**config.mk**
```make
export PLATFORM = sky130hd
export DESIGN_NAME = spi_txn_scheduler_flat
export DESIGN_NICKNAME = d
export VERILOG_FILES = /design/src/rtl/spi_txn_scheduler_if.sv /design/src/rtl/spi_txn_scheduler.sv /design/src/flat_wrapper.sv
export SDC_FILE = /design/constraint.sdc
export NUM_CORES = 1
export LEC_CHECK = 0
export ABC_AREA = 1
export CAP_MARGIN = 20
export CORE_MARGIN = 3
export CORE_UTILIZATION = 35
export CTS_CLUSTER_DIAMETER = 40
export DETAILED_ROUTE_END_ITERATION = 8
export SYNTH_ARGS = -nofsm -noshare
export SYNTH_HDL_FRONTEND = slang
export SYNTH_SLANG_ARGS = --single-unit
```
**constraint.sdc**
```tcl
create_clock -name clock -period 1.3 [get_ports clock]
set_input_delay 0.39 -clock clock [delete_from_list [all_inputs] [get_ports clock]]
set_output_delay 0.39 -clock clock [all_outputs]
set_load 0.005 [all_outputs]
```
**src/rtl/spi_txn_scheduler_if.sv**
```systemverilog
// Request/response and spi_master-facing signals of spi_txn_scheduler.
//   slave  : the scheduler (takes client requests and master status, drives
//            grants, responses and master start/address/data)
//   master : the environment (clients plus the spi_master model)
// Client side : req, req_rw, req_addr0/1, req_wdata0/1 -> gnt, resp_valid,
//               resp_rdata, resp_err, busy
// Master side : m_start_wr, m_start_re, m_addr, m_wdata <- m_rdata, m_done
interface spi_txn_scheduler_if;
    logic [1:0] req;
    logic [1:0] req_rw;
    logic [7:0] req_addr0;
    logic [7:0] req_addr1;
    logic [7:0] req_wdata0;
    logic [7:0] req_wdata1;
    logic [1:0] gnt;
    logic [1:0] resp_valid;
    logic [7:0] resp_rdata;
    logic       resp_err;
    logic       busy;
    logic       m_start_wr;
    logic       m_start_re;
    logic [7:0] m_addr;
    logic [7:0] m_wdata;
    logic [7:0] m_rdata;
    logic       m_done;

    modport slave (
        input  req, req_rw, req_addr0, req_addr1, req_wdata0, req_wdata1,
        input  m_rdata, m_done,
        output gnt, resp_valid, resp_rdata, resp_err, busy,
        output m_start_wr, m_start_re, m_addr, m_wdata
    );

    modport master (
        output req, req_rw, req_addr0, req_addr1, req_wdata0, req_wdata1,
        output m_rdata, m_done,
        input  gnt, resp_valid, resp_rdata, resp_err, busy,
        input  m_start_wr, m_start_re, m_addr, m_wdata
    );
endinterface

```
**src/rtl/spi_txn_scheduler.sv**
```systemverilog
// Two-client round-robin transaction scheduler in front of spi_master.
// Grants one request at a time, holds the master start level for START_HOLD
// cycles, waits for m_done (bounded by TIMEOUT) and returns read data or a
// timeout error to the owning client.
// Ports:
//   clock : single clock
//   reset : synchronous, active-high
//   bus   : spi_txn_scheduler_if.slave (client handshake + spi_master signals)
// All outputs are registered; every output register updates on the edge after
// the state that computes it.
module spi_txn_scheduler #(
    parameter int unsigned          TIMEOUT_W  = 16,
    parameter logic [TIMEOUT_W-1:0] TIMEOUT    = 16'd50000,
    parameter logic [2:0]           START_HOLD = 3'd4
) (
    input  logic                 clock,
    input  logic                 reset,
    spi_txn_scheduler_if.slave   bus
);

    localparam logic [1:0] S_IDLE  = 2'd0;
    localparam logic [1:0] S_ISSUE = 2'd1;
    localparam logic [1:0] S_WAIT  = 2'd2;
    localparam logic [1:0] S_RESP  = 2'd3;

    localparam logic [TIMEOUT_W-1:0] TO_LAST = TIMEOUT - TIMEOUT_W'(1);

    logic [1:0]           r_state,      w_state_nxt;
    logic                 r_last_gnt,   w_last_gnt_nxt;
    logic                 r_owner,      w_owner_nxt;
    logic                 r_cur_rw,     w_cur_rw_nxt;
    logic [7:0]           r_cur_addr,   w_cur_addr_nxt;
    logic [7:0]           r_cur_wdata,  w_cur_wdata_nxt;
    logic [2:0]           r_hold_cnt,   w_hold_cnt_nxt;
    logic [TIMEOUT_W-1:0] r_to_cnt,     w_to_cnt_nxt;
    logic [1:0]           r_gnt,        w_gnt_nxt;
    logic [1:0]           r_resp_valid, w_resp_valid_nxt;
    logic [7:0]           r_resp_rdata, w_resp_rdata_nxt;
    logic                 r_resp_err,   w_resp_err_nxt;
    logic                 r_busy,       w_busy_nxt;
    logic                 r_start_wr,   w_start_wr_nxt;
    logic                 r_start_re,   w_start_re_nxt;
    logic                 w_pick;

    // Client to grant: the lone requester, or the one not granted last time.
    assign w_pick = (bus.req == 2'b11) ? ~r_last_gnt : bus.req[1];

    // State and output registers.
    always_ff @(posedge clock) begin
        if (reset) begin
            r_state      <= S_IDLE;
            r_last_gnt   <= 1'b1;
            r_owner      <= 1'b0;
            r_cur_rw     <= 1'b0;
            r_cur_addr   <= 8'h00;
            r_cur_wdata  <= 8'h00;
            r_hold_cnt   <= 3'd0;
            r_to_cnt     <= '0;
            r_gnt        <= 2'b00;
            r_resp_valid <= 2'b00;
            r_resp_rdata <= 8'h00;
            r_resp_err   <= 1'b0;
            r_busy       <= 1'b0;
            r_start_wr   <= 1'b0;
            r_start_re   <= 1'b0;
        end else begin
            r_state      <= w_state_nxt;
            r_last_gnt   <= w_last_gnt_nxt;
            r_owner      <= w_owner_nxt;
            r_cur_rw     <= w_cur_rw_nxt;
            r_cur_addr   <= w_cur_addr_nxt;
            r_cur_wdata  <= w_cur_wdata_nxt;
            r_hold_cnt   <= w_hold_cnt_nxt;
            r_to_cnt     <= w_to_cnt_nxt;
            r_gnt        <= w_gnt_nxt;
            r_resp_valid <= w_resp_valid_nxt;
            r_resp_rdata <= w_resp_rdata_nxt;
            r_resp_err   <= w_resp_err_nxt;
            r_busy       <= w_busy_nxt;
            r_start_wr   <= w_start_wr_nxt;
            r_start_re   <= w_start_re_nxt;
        end
    end

    // Next-state and next-output logic.
    always_comb begin
        w_state_nxt      = r_state;
        w_last_gnt_nxt   = r_last_gnt;
        w_owner_nxt      = r_owner;
        w_cur_rw_nxt     = r_cur_rw;
        w_cur_addr_nxt   = r_cur_addr;
        w_cur_wdata_nxt  = r_cur_wdata;
        w_hold_cnt_nxt   = r_hold_cnt;
        w_to_cnt_nxt     = r_to_cnt;
        w_gnt_nxt        = 2'b00;
        w_resp_valid_nxt = 2'b00;
        w_resp_rdata_nxt = r_resp_rdata;
        w_resp_err_nxt   = r_resp_err;
        w_start_wr_nxt   = 1'b0;
        w_start_re_nxt   = 1'b0;

        case (r_state)
            S_IDLE: begin
                if (bus.req != 2'b00) begin
                    w_gnt_nxt       = w_pick ? 2'b10 : 2'b01;
                    w_cur_rw_nxt    = bus.req_rw[w_pick];
                    w_cur_addr_nxt  = w_pick ? bus.req_addr1  : bus.req_addr0;
                    w_cur_wdata_nxt = w_pick ? bus.req_wdata1 : bus.req_wdata0;
                    w_owner_nxt     = w_pick;
                    w_last_gnt_nxt  = w_pick;
                    w_hold_cnt_nxt  = 3'd0;
                    w_state_nxt     = S_ISSUE;
                end
            end
            S_ISSUE: begin
                // Start stays high while hold_cnt runs 0..START_HOLD-1.
                if (r_hold_cnt == START_HOLD) begin
                    w_to_cnt_nxt = '0;
                    w_state_nxt  = S_WAIT;
                end else begin
                    w_start_wr_nxt = r_cur_rw;
                    w_start_re_nxt = ~r_cur_rw;
                    w_hold_cnt_nxt = r_hold_cnt + 3'd1;
                end
            end
            S_WAIT: begin
                w_to_cnt_nxt = r_to_cnt + TIMEOUT_W'(1);
                // m_done takes priority over a simultaneous timeout.
                if (bus.m_done) begin
                    w_resp_rdata_nxt = r_cur_rw ? 8'h00 : bus.m_rdata;
                    w_resp_err_nxt   = 1'b0;
                    w_state_nxt      = S_RESP;
                end else if (r_to_cnt == TO_LAST) begin
                    w_resp_rdata_nxt = 8'h00;
                    w_resp_err_nxt   = 1'b1;
                    w_state_nxt      = S_RESP;
                end
            end
            S_RESP: begin
                w_resp_valid_nxt = r_owner ? 2'b10 : 2'b01;
                w_state_nxt      = S_IDLE;
            end
            default: w_state_nxt = S_IDLE;
        endcase

        w_busy_nxt = (w_state_nxt != S_IDLE);
    end

    assign bus.gnt        = r_gnt;
    assign bus.resp_valid = r_resp_valid;
    assign bus.resp_rdata = r_resp_rdata;
    assign bus.resp_err   = r_resp_err;
    assign bus.busy       = r_busy;
    assign bus.m_start_wr = r_start_wr;
    assign bus.m_start_re = r_start_re;
    assign bus.m_addr     = r_cur_addr;
    assign bus.m_wdata    = r_cur_wdata;

endmodule
```
**src/flat_wrapper.sv**
```systemverilog
// flat-port wrapper written by rule: the top's interface ports become plain ports
module spi_txn_scheduler_flat 
#(
    parameter int unsigned          TIMEOUT_W  = 16,
    parameter logic [TIMEOUT_W-1:0] TIMEOUT    = 16'd50000,
    parameter logic [2:0]           START_HOLD = 3'd4
)
  (clock, reset, bus_req, bus_req_rw, bus_req_addr0, bus_req_addr1, bus_req_wdata0, bus_req_wdata1, bus_m_rdata, bus_m_done, bus_gnt, bus_resp_valid, bus_resp_rdata, bus_resp_err, bus_busy, bus_m_start_wr, bus_m_start_re, bus_m_addr, bus_m_wdata);
  spi_txn_scheduler_if bus_i ();
  input  logic clock;
  input  logic reset;
  input wire logic [$bits(bus_i.req)-1:0] bus_req;
  input wire logic [$bits(bus_i.req_rw)-1:0] bus_req_rw;
  input wire logic [$bits(bus_i.req_addr0)-1:0] bus_req_addr0;
  input wire logic [$bits(bus_i.req_addr1)-1:0] bus_req_addr1;
  input wire logic [$bits(bus_i.req_wdata0)-1:0] bus_req_wdata0;
  input wire logic [$bits(bus_i.req_wdata1)-1:0] bus_req_wdata1;
  input wire logic [$bits(bus_i.m_rdata)-1:0] bus_m_rdata;
  input wire logic [$bits(bus_i.m_done)-1:0] bus_m_done;
  output wire logic [$bits(bus_i.gnt)-1:0] bus_gnt;
  output wire logic [$bits(bus_i.resp_valid)-1:0] bus_resp_valid;
  output wire logic [$bits(bus_i.resp_rdata)-1:0] bus_resp_rdata;
  output wire logic [$bits(bus_i.resp_err)-1:0] bus_resp_err;
  output wire logic [$bits(bus_i.busy)-1:0] bus_busy;
  output wire logic [$bits(bus_i.m_start_wr)-1:0] bus_m_start_wr;
  output wire logic [$bits(bus_i.m_start_re)-1:0] bus_m_start_re;
  output wire logic [$bits(bus_i.m_addr)-1:0] bus_m_addr;
  output wire logic [$bits(bus_i.m_wdata)-1:0] bus_m_wdata;
  assign bus_i.req = bus_req;
  assign bus_i.req_rw = bus_req_rw;
  assign bus_i.req_addr0 = bus_req_addr0;
  assign bus_i.req_addr1 = bus_req_addr1;
  assign bus_i.req_wdata0 = bus_req_wdata0;
  assign bus_i.req_wdata1 = bus_req_wdata1;
  assign bus_i.m_rdata = bus_m_rdata;
  assign bus_i.m_done = bus_m_done;
  assign bus_gnt = bus_i.gnt;
  assign bus_resp_valid = bus_i.resp_valid;
  assign bus_resp_rdata = bus_i.resp_rdata;
  assign bus_resp_err = bus_i.resp_err;
  assign bus_busy = bus_i.busy;
  assign bus_m_start_wr = bus_i.m_start_wr;
  assign bus_m_start_re = bus_i.m_start_re;
  assign bus_m_addr = bus_i.m_addr;
  assign bus_m_wdata = bus_i.m_wdata;
  spi_txn_scheduler #(.TIMEOUT_W(TIMEOUT_W), .TIMEOUT(TIMEOUT), .START_HOLD(START_HOLD)) u_core (.clock(clock), .reset(reset), .bus(bus_i));
endmodule
```
# Word level (Yosys, flattened, before mapping)
# Index checks and enable logic that the tools add are counted.
[classes]
add_sub_neg = 2
magnitude_cmp = 1
n_eq_ne = 9
muxes = 22
bitwise_logic = 6
n_reduce_logical = 13
[ops]
columns = ["cell", "n"]
rows = [
  ["$mux W8", 5],
  ["$pmux W16 S2", 1],
  ["$add A16 B1 Y16 const B", 1],
  ["$eq A16 B16 Y1 const B", 1],
  ["$mux W16", 1],
  ["$mux W2", 6],
  ["$reduce_bool A2 Y1", 5],
  ["$pmux W2 S4", 1],
  ["$eq A2 B2 Y1 const B", 3],
  ["$mux W3", 2],
  ["$not A1 Y1", 6],
  ["$pmux W3 S2", 1],
  ["$reduce_and A2 Y1", 3],
  ["$reduce_or A3 Y1", 2],
  ["$mux W1", 5],
  ["$ne A2 B1 Y1 const B", 2],
  ["$add A3 B1 Y3 const B", 1],
  ["$eq A3 B3 Y1 const B", 1],
  ["$reduce_and A3 Y1", 1],
  ["$eq A2 B1 Y1 const B", 1],
  ["$logic_not A2 Y1", 1],
  ["$lt A1 B2 Y1 const B", 1],
  ["$ne A2 B2 Y1 const B", 1],
  ["$reduce_or A2 Y1", 1],
]
[totals]
reg_bits = 56
inputBits = 47
out_inout_bits = 32
word_cells = 68

# Logic depth before layout (Yosys ltp)
# Gate-level depths: netlist of the first run.
[depth]
depth_word = 5
mapped_depth = 9

# Worst setup path after synthesis of the first run
# Ideal clock, no wire load.
[synth_path]
path_type = "flip-flop to flip-flop"
start = "register u_core.r_to_cnt[0]"
end = "register u_core.r_resp_rdata[0] (netlist: u_core.bus.resp_rdata[0])"
arrival_ns = 1.234
required_ns = 1.187
setup_slack_ns = -0.047
stages_incl_launch_ff = 8
path_buffers = 1
path_cell_list = "dfxtp_1 -> ha_1 -> nand2_1 -> nor2_2 -> nand3_4 -> buf_6 -> a21oi_2 -> nor2_1"
[synth_between]
elab_chain_len = 3
[synth_lines]
columns = ["item", "line_no", "rtl"]
rows = [
  ["start: declaration", "spi_txn_scheduler.sv:35", "logic [TIMEOUT_W-1:0] r_to_cnt, w_to_cnt_nxt;"],
  ["start signal: assignment", "spi_txn_scheduler.sv:74", "r_to_cnt <= w_to_cnt_nxt;"],
  ["$eq A16 B16 Y1", "spi_txn_scheduler.sv:133", "end else if (r_to_cnt == TO_LAST) begin"],
  ["$reduce_bool A2 Y1 (no source line)", "--", ""],
  ["$reduce_and A2 Y1 (no source line)", "--", ""],
  ["end signal: assignment", "spi_txn_scheduler.sv:77", "r_resp_rdata <= w_resp_rdata_nxt;"],
  ["end: declaration", "spi_txn_scheduler.sv:38", "logic [7:0] r_resp_rdata, w_resp_rdata_nxt;"],
]
# Every way passes these cells.
# A chain may end at the register's enable or synchronous reset.

# Final worst setup path of the first run
[layout_path]
start = "register u_core.r_to_cnt[0]"
end = "register u_core.r_resp_rdata[3] (netlist: u_core.bus.resp_rdata[3])"
# The elaborated chain is that of the path after synthesis.

==> results of run 1 <==
how the worst max path moves through the flow:
stage | slack (ns) | to | cells past startpoint
floorplan | 0.005 | u_core.bus.resp_rdata[0]$_SDFFE_PP0P_ | 7
global placement | -0.50 | u_core.bus.m_wdata[4]$_SDFFE_PP0P_ | 7
detailed placement | -0.55 | u_core.bus.m_addr[1]$_SDFFE_PP0P_ | 7
CTS | -0.003 | bus_m_wdata[2] | 1
global route | -0.08 | u_core.bus.resp_rdata[6]$_SDFFE_PP0P_ | 7
finish | 0.03 | u_core.bus.resp_rdata[3]$_SDFFE_PP0P_ | 8
stage by stage:
stage               setup TNS, ns  hold slack [ns]  util (%)  setup slack, ns  cells
detailed placement         -15.37            0.406      51.5           -0.551    574
global placement           -14.66            0.413      51.5           -0.503    574
CTS                      -0.00257            0.422      54.4         -0.00257    586
global route               -0.562            0.443      58.5          -0.0795    596
finish                          0            0.420      58.5           0.0255    596
floorplan                       0            0.393         -          0.00516    373
power by group through the flow:
stage               logic [mW]  clock network (mW)  registers [mW]
global route             0.645                1.01            1.85
finish                   0.586               0.913            1.84
global placement         0.547                   0            1.88
floorplan                0.187                   0            1.88
detailed placement       0.550                   0            1.87
CTS                      0.542               0.950            1.84
what timing repair did:
action | in CTS | in global routing
cloned | 4 | 1
pin swaps | 8 | 19
hold buffers | 0 | 0
buffers inserted | 2 | 9
endpoints found under the hold margin | 0 | 0
gates resized for setup | 83 | 91
setup endpoints to repair | 76 | 63
cells by family (layout without fill, tap and decap cells):
| group | Yosys count | after routing |
|---|---|---|
| simple gates | 212 | 215 |
| buf+inv | 59 | 180 |
| flops | 56 | 56 |
| compound gates | 43 | 43 |
| fa+ha+maj | 3 | 3 |
worst reg2reg max path, delay by kind of cell (launching register included):
kind / cells / cell delay (ns)
simple gates: 6 / 0.55
buf+inv: 1 / 0.14
flops: 1 / 0.36
fa+ha+maj: 1 / 0.15
registers in the layout (all words and copies together) (netlist names):
| name | flops |
|---|---|
| u_core.bus.busy | 1 |
| u_core.bus.gnt | 2 |
| u_core.bus.m_addr | 8 |
| u_core.bus.m_start_re | 1 |
| u_core.bus.m_start_wr | 1 |
| u_core.bus.m_wdata | 8 |
| u_core.bus.resp_err | 1 |
| u_core.bus.resp_rdata | 8 |
| u_core.bus.resp_valid | 2 |
| u_core.r_cur_rw | 1 |
| u_core.r_hold_cnt | 3 |
| u_core.r_last_gnt | 1 |
| u_core.r_owner | 1 |
| u_core.r_state | 2 |
| u_core.r_to_cnt | 16 |
placed cells by master (no fill, tap or decap), drive strengths merged:
cell type	instances
buf	44
nand4	4
ha	3
a21boi	1
nor3b	1
nor2	48
nand3	38
nor3	4
o31ai	1
o21ai	9
clkdlybuf4s15	21
nand3b	2
dfxtp	56
dlygate4sd2	12
a21oi	25
a211oi	2
or2	1
clkbuf	8
o21a	1
nand2	117
inv	49
a22oi	3
clkinv	3
o211ai	1
clkdlybuf4s50	43
final cells by class:
class | instances | area (sq um) | area share [%]
tap | 99 | 124 | 2.89
sequential | 56 | 1180 | 27.5
timing repair buffer | 122 | 1130 | 26.4
multi-input combinational | 261 | 1570 | 36.7
inverter | 50 | 195 | 4.55
clock inverter | 1 | 5.00 | 0.117
timing repair inverter | 1 | 8.76 | 0.204
clock buffer | 6 | 72.6 | 1.69
layer usage:
metal,track usage [%],routed length (um)
met1,19.8,3140
met2,27.6,3320
met3,5.47,588
met4,4.03,58
met5,0,0
==> metrics.md, run 1 <==
| Metric | Value |
|---|---|
| Status | complete, no violations |
| CP required | 1.55 ns |
| Data arrival time of the worst path | 1.52 ns |
| Initial antenna violation count | 0 |
| Pwr Density | 780 mW/mm^2 |
| Routability congestion estimate from global placement | 0.863 |
| Drt total wl | 7.11 mm |
| Final min period | 1.27 ns |
| Crit path launch type | flop |
| Mapped Area | 0.00268 sq mm |
| Synth cell types | 36 |
| Largest cells by area after synthesis | dfxtp_1 42%, nand2_1 16%, inv_1 6.5% |
| Synthesized flop and latch total | 56 |
| Top cell type's share of synthesized area | 41.9% |
| DRC | 0 |
| H-tree depth | 2 |
| Worst-margin pin slew | 0.272 ns |
| TritonCTS clock tree | done |
| 1st-iter DRT viols | 68 |
| Fillers | 680 |
| Num CTS Buffers | 5 |
| Static leakage | 1.92 nW |
| HPWL after detailed placement | 4.86 mm |
| Mux cell area share after synthesis | 0% |
| FF-to-FF End | u_core.bus.resp_rdata[3]$_SDFFE_PP0P_ |
| Starting Density | 36.5% |
| Comb pwr share | 17.5% |
| Final Power | 3.34 mW |
| RSZ-0062 raised after global routing | yes |
| Fmax | 785 MHz |
| Leading area contributor after synthesis | dfxtp_1 |
| Synth Area in Compound Gates | 10.6% |
| Primary FF master, synth | dfxtp_1 |
| Post-synthesis instance total | 373 |
| I/O Buffers | 78 |
| Post-synthesis simple-gate area fraction | 36.1% |
| Skew-Pair Late Insertion Delay | 0.30 ns |
| Largest net degree at the start of global routing | 19 |
| First-pass GRT wire length | 11.5 mm |
| Root Buffer | clkbuf_8 |
| Reg2reg path depth | 8 |
| R2r setup slk | 0.03 ns |
| Largest delay share family, worst path | simple AND/OR/NAND/NOR gates |
| Sw Ratio | 25.3% |
| Worst clock skew | 0.00849 ns |
| Synth Area in Adders | 1.40% |
| Hold Fails Final Rpt | 0 |
| Max-slew headroom | 81.8% |
| Worst-path clk slew | 0.10 ns |
| Synth async-reset ratio | 0% |
| NetSw | 0.844 mW |
| Internal power | 2.50 mW |
| Largest family of logic cells by synthesized area | simple AND/OR/NAND/NOR gates |
| Grt total ovfl | 0 |
| Crit-path cells | ha_4, nand2_4, nor2_4, buf_12, nand3_2, nand3_1, nand2_1, nor2_1 |
| Setup Viol. Count Final | 0 |
| CP endpoint kind | flop |
| CP Launch Point | u_core.r_to_cnt[0]$_SDFFE_PP0P_ |
| Hold Crit Start | u_core.r_cur_rw$_SDFFE_PP0P_ |
| Endpoint, Worst Hold | u_core.bus.m_start_re$_SDFF_PP0_ |
| Clock network fraction of total power | 27.3% |
| CTS Buffer Depth | 2 |
| First drt pass iteration count | 4 |
| Count of final max-slew check failures | 0 |
| Crit Path Category | reg -> reg |
| EDFF count, synth | 0 |
| Rows | 31 |
| Fin crit share | 98.0% |
| Syn avg cell area | 7.18 sq um |
| CORE AREA | 0.00733 sq mm |
| XOR/XNOR Fraction of Synth Area | 0% |
| Layout cell share with drive strength beyond 1 | 34.4% |
| Area growth from synthesis to layout | 60.1% |
| Avg Vias per Cell | 4.54 |
| Synth cell count leaders | 112 x nand2_1, 56 x dfxtp_1, 46 x inv_1 |
| Peak fanout along the critical path | 4 |
| Sequential group share of total power | 55.1% |
| Seq/Total Area, Yosys | 41.9% |
| Diodes inserted | 0 |
| Slowest stage delay, CP | 0.36 ns |
| Fin nets | 547 |
| Routed len/inst | 11.9 um |
| Buf/Inv on CP | 1 |
| Hold Path Stages | 1 |
| Maxcap violations | 0 |
| Critical path's slowest cell | dfxtp_2 |
| Detail Route Antenna Nets | 0 |
| Die width | 93.4 um |
| Num ports | 79 |
| Die area | 0.00873 sq mm |
| Vias post-DR | 2706 |
| Number of global-route vias before repair | 2622 |
| Final instance area | 0.00429 sq mm |
| R2R Path Start | u_core.r_to_cnt[0]$_SDFFE_PP0P_ |
| Maximum vdd drop | 402 uV |
| Top-count cell post-synth | nand2_1 |
| Syn nets | 423 |
| Placed cell area | 0.00378 sq mm |
| Yosys warning count | 0 |
| Hold Crit Class | reg -> reg |
| Die Y | 93.4 um |
| Clock sinks | 56 |
| Total track usage | 16.3% |
Power figures use the tool's default switching activity.
==> run 2, diff against run 1 <==
SLEW_MARGIN = 40   (was not set)
==> results of run 2 <==
Final layout, timing and power as in run 1 (identical DEF).
==> run 3, diff against run 2 <==
CELL_PAD_IN_SITES_DETAIL_PLACEMENT = 1   (was not set)
CELL_PAD_IN_SITES_GLOBAL_PLACEMENT = 2   (was not set)
CORE_MARGIN = 2   (was 3)
CORE_UTILIZATION = 23   (was 35)
PLACE_DENSITY_LB_ADDON = 0.1   (was not set)
==> run 3 against run 2 <==
Effect of this change:
- clock skew decreased by 0.0013 ns
- global-route usage fell by 2.5 points
- total power grew 15%
- register-to-register slack about the same
- largest power group unchanged
- highest routed layer unchanged
==> metrics.md, run 3 (same netlist as run 1, synthesis figures left out) <==
| Metric | Value |
|---|---|
| First drt pass iteration count | 4 |
| Area taken by multi-input logic gates | 0.00149 sq mm |
| Hold Path Stages | 1 |
| 1st-iter DRT viols | 75 |
| Starting Density | 23.5% |
| Die Y | 112 um |
| Clock sinks | 56 |
| Grt total ovfl | 0 |
| Comb pwr share | 15.9% |
| Routed len/inst | 13.0 um |
| Num ports | 79 |
| I/O Buffers | 78 |
| Hold Fails Final Rpt | 0 |
| Maximum vdd drop | 721 uV |
| Fmax | 780 MHz |
| Status | complete, no violations |
| H-tree depth | 2 |
| Sequential group share of total power | 48.1% |
| FF-to-FF End | u_core.r_to_cnt[12]$_SDFFE_PP0P_ |
| Rows | 39 |
| Drt total wl | 8.41 mm |
| CTS Buffer Depth | 2 |
| Hold Crit Class | reg -> reg |
| Avg Vias per Cell | 4.30 |
| R2R Path Start | u_core.r_to_cnt[1]$_SDFFE_PP0P_ |
| Diodes inserted | 0 |
| First-pass GRT wire length | 13.7 mm |
| Max-slew headroom | 82.9% |
| Sw Ratio | 25.1% |
| Most common cell after layout, fill and taps aside | nand2_1 |
| Hold Crit Start | u_core.r_owner$_SDFFE_PP0P_ |
| R2r setup slk | 0.02 ns |
| Placed cell area | 0.00394 sq mm |
| Reg with most FFs | u_core.r_to_cnt |
| Crit path launch type | flop |
| Commonest non-fill, non-tap cells in the layout | 102 x nand2_1, 43 x clkdlybuf4s50_1, 42 x buf_4, 38 x inv_1, 33 x nor2_1 |
| Maxcap violations | 0 |
| Die width | 112 um |
| NetSw | 0.962 mW |
| Cts hold-fix bufs | 0 |
| RSZ-0062 raised after global routing | yes |
| Number of global-route vias before repair | 2907 |
| Initial antenna violation count | 0 |
| Routability congestion estimate from global placement | 0.699 |
| Final min period | 1.28 ns |
| Finished Core Util | 39.2% |
| Fin nets | 554 |
| Largest net degree at the start of global routing | 19 |
| Endpoint, Worst Hold | u_core.bus.resp_valid[0]$_SDFF_PP0_ |
| Die area | 0.0125 sq mm |
| Layout cell share with drive strength beyond 1 | 31.9% |
| Worst-path clk slew | 0.07 ns |
| Num CTS Buffers | 5 |
| TritonCTS clock tree | done |
| CP required | 1.54 ns |
| Area growth from synthesis to layout | 66.3% |
| Worst-margin pin slew | 0.256 ns |
| Detail Route Antenna Nets | 0 |
| Count of final max-slew check failures | 0 |
| Setup Viol. Count Final | 0 |
| Worst clock skew | 0.00721 ns |
| Hold Slack | 0.410 ns |
| HPWL after detailed placement | 5.94 mm |
| DRC | 0 |
| Reg2reg path depth | 8 |
| Fillers | 1379 |
| Data arrival time of the worst path | 1.52 ns |
| Vias post-DR | 2788 |
| Static leakage | 1.97 nW |
| Skew-Pair Late Insertion Delay | 0.30 ns |
| Total track usage | 13.8% |
| Max FFs per register | 16 |
| CORE AREA | 0.0114 sq mm |
| Final instance area | 0.00445 sq mm |
| CP endpoint kind | flop |
| Clock network fraction of total power | 36.0% |
| Crit Path Category | reg -> reg |
| Fin crit share | 98.6% |
| Register Area | 0.00115 sq mm |
| Peak fanout along the critical path | 4 |
| Pwr Density | 862 mW/mm^2 |
| Internal power | 2.87 mW |
| Root Buffer | clkbuf_16 |
run 3: area by class of cell:
class / count / share of cell area, %
Clock buffer: 7 / 2.98
Sequential cell: 56 / 25.9
Clock inverter: 1 / 0.197
Tap cell: 143 / 4.02
Inverter: 50 / 4.50
Timing Repair Buffer: 133 / 28.9
Multi-Input combinational cell: 258 / 33.5
run 3: power by group through the flow:
stage	clock network (mW)	logic [mW]	registers, mW
3_3_place_gp	0	0.565	1.88
5_1_grt	1.52	0.675	1.85
2_1_floorplan	0	0.187	1.88
3_5_place_dp	0	0.572	1.87
6_report	1.38	0.610	1.84
4_1_cts	1.47	0.594	1.84
run 3: worst max-delay path by stage:
stage / start / endpoint / cells past startpoint
after global routing: u_core.r_to_cnt[1]$_SDFFE_PP0P_ / u_core.r_to_cnt[12]$_SDFFE_PP0P_ / 8
after global placement: bus_req[0] / u_core.r_cur_rw$_SDFFE_PP0P_ / 8
after floorplan: u_core.r_to_cnt[1]$_SDFFE_PP0P_ / u_core.bus.resp_rdata[0]$_SDFFE_PP0P_ / 7
after CTS: u_core.r_to_cnt[0]$_SDFFE_PP0P_ / u_core.r_to_cnt[4]$_SDFFE_PP0P_ / 7
final: u_core.r_to_cnt[1]$_SDFFE_PP0P_ / u_core.r_to_cnt[12]$_SDFFE_PP0P_ / 8
after detailed placement: bus_req[0] / u_core.bus.m_wdata[5]$_SDFFE_PP0P_ / 8
run 3: critical path, stage by stage (launching register included):
cell,delay (ns)
dfxtp_2,0.36
ha_4,0.15
nand2_4,0.07
nor2_4,0.16
buf_6,0.13
nand3_2,0.08
nand2_2,0.08
nand3_2,0.06
a21oi_2,0.13
run 3: timing repair:
item / CTS / global route
cloned: 2 / 0
setup endpoints to repair: 77 / 63
resized for setup: 78 / 73
pin swaps: 11 / 17
buffers inserted: 5 / 5
run 3: per-layer routing:
| metal | vias up | global-route usage, % | wire length [um] |
|---|---|---|---|
| met2 | 60 | 24.0 | 4090 |
| met3 | 10 | 4.79 | 565 |
| met5 | - | 0 | 0 |
| met4 | 0 | 5.27 | 151 |
| met1 | 1283 | 15.5 | 3610 |
| li1 | 1435 | - | - |
run 3: stage by stage:
stage          instances  worst slack, ns  power, mW  TNS, ns
6_report             648           0.0187       3.84        0
4_1_cts              643         0.000566       3.91        0
2_1_floorplan        373          0.00516       2.06        0
3_3_place_gp         628           -0.432       2.44   -14.47
3_5_place_dp         628           -0.515       2.45   -16.13
5_1_grt              648          -0.0666       4.05    -1.13
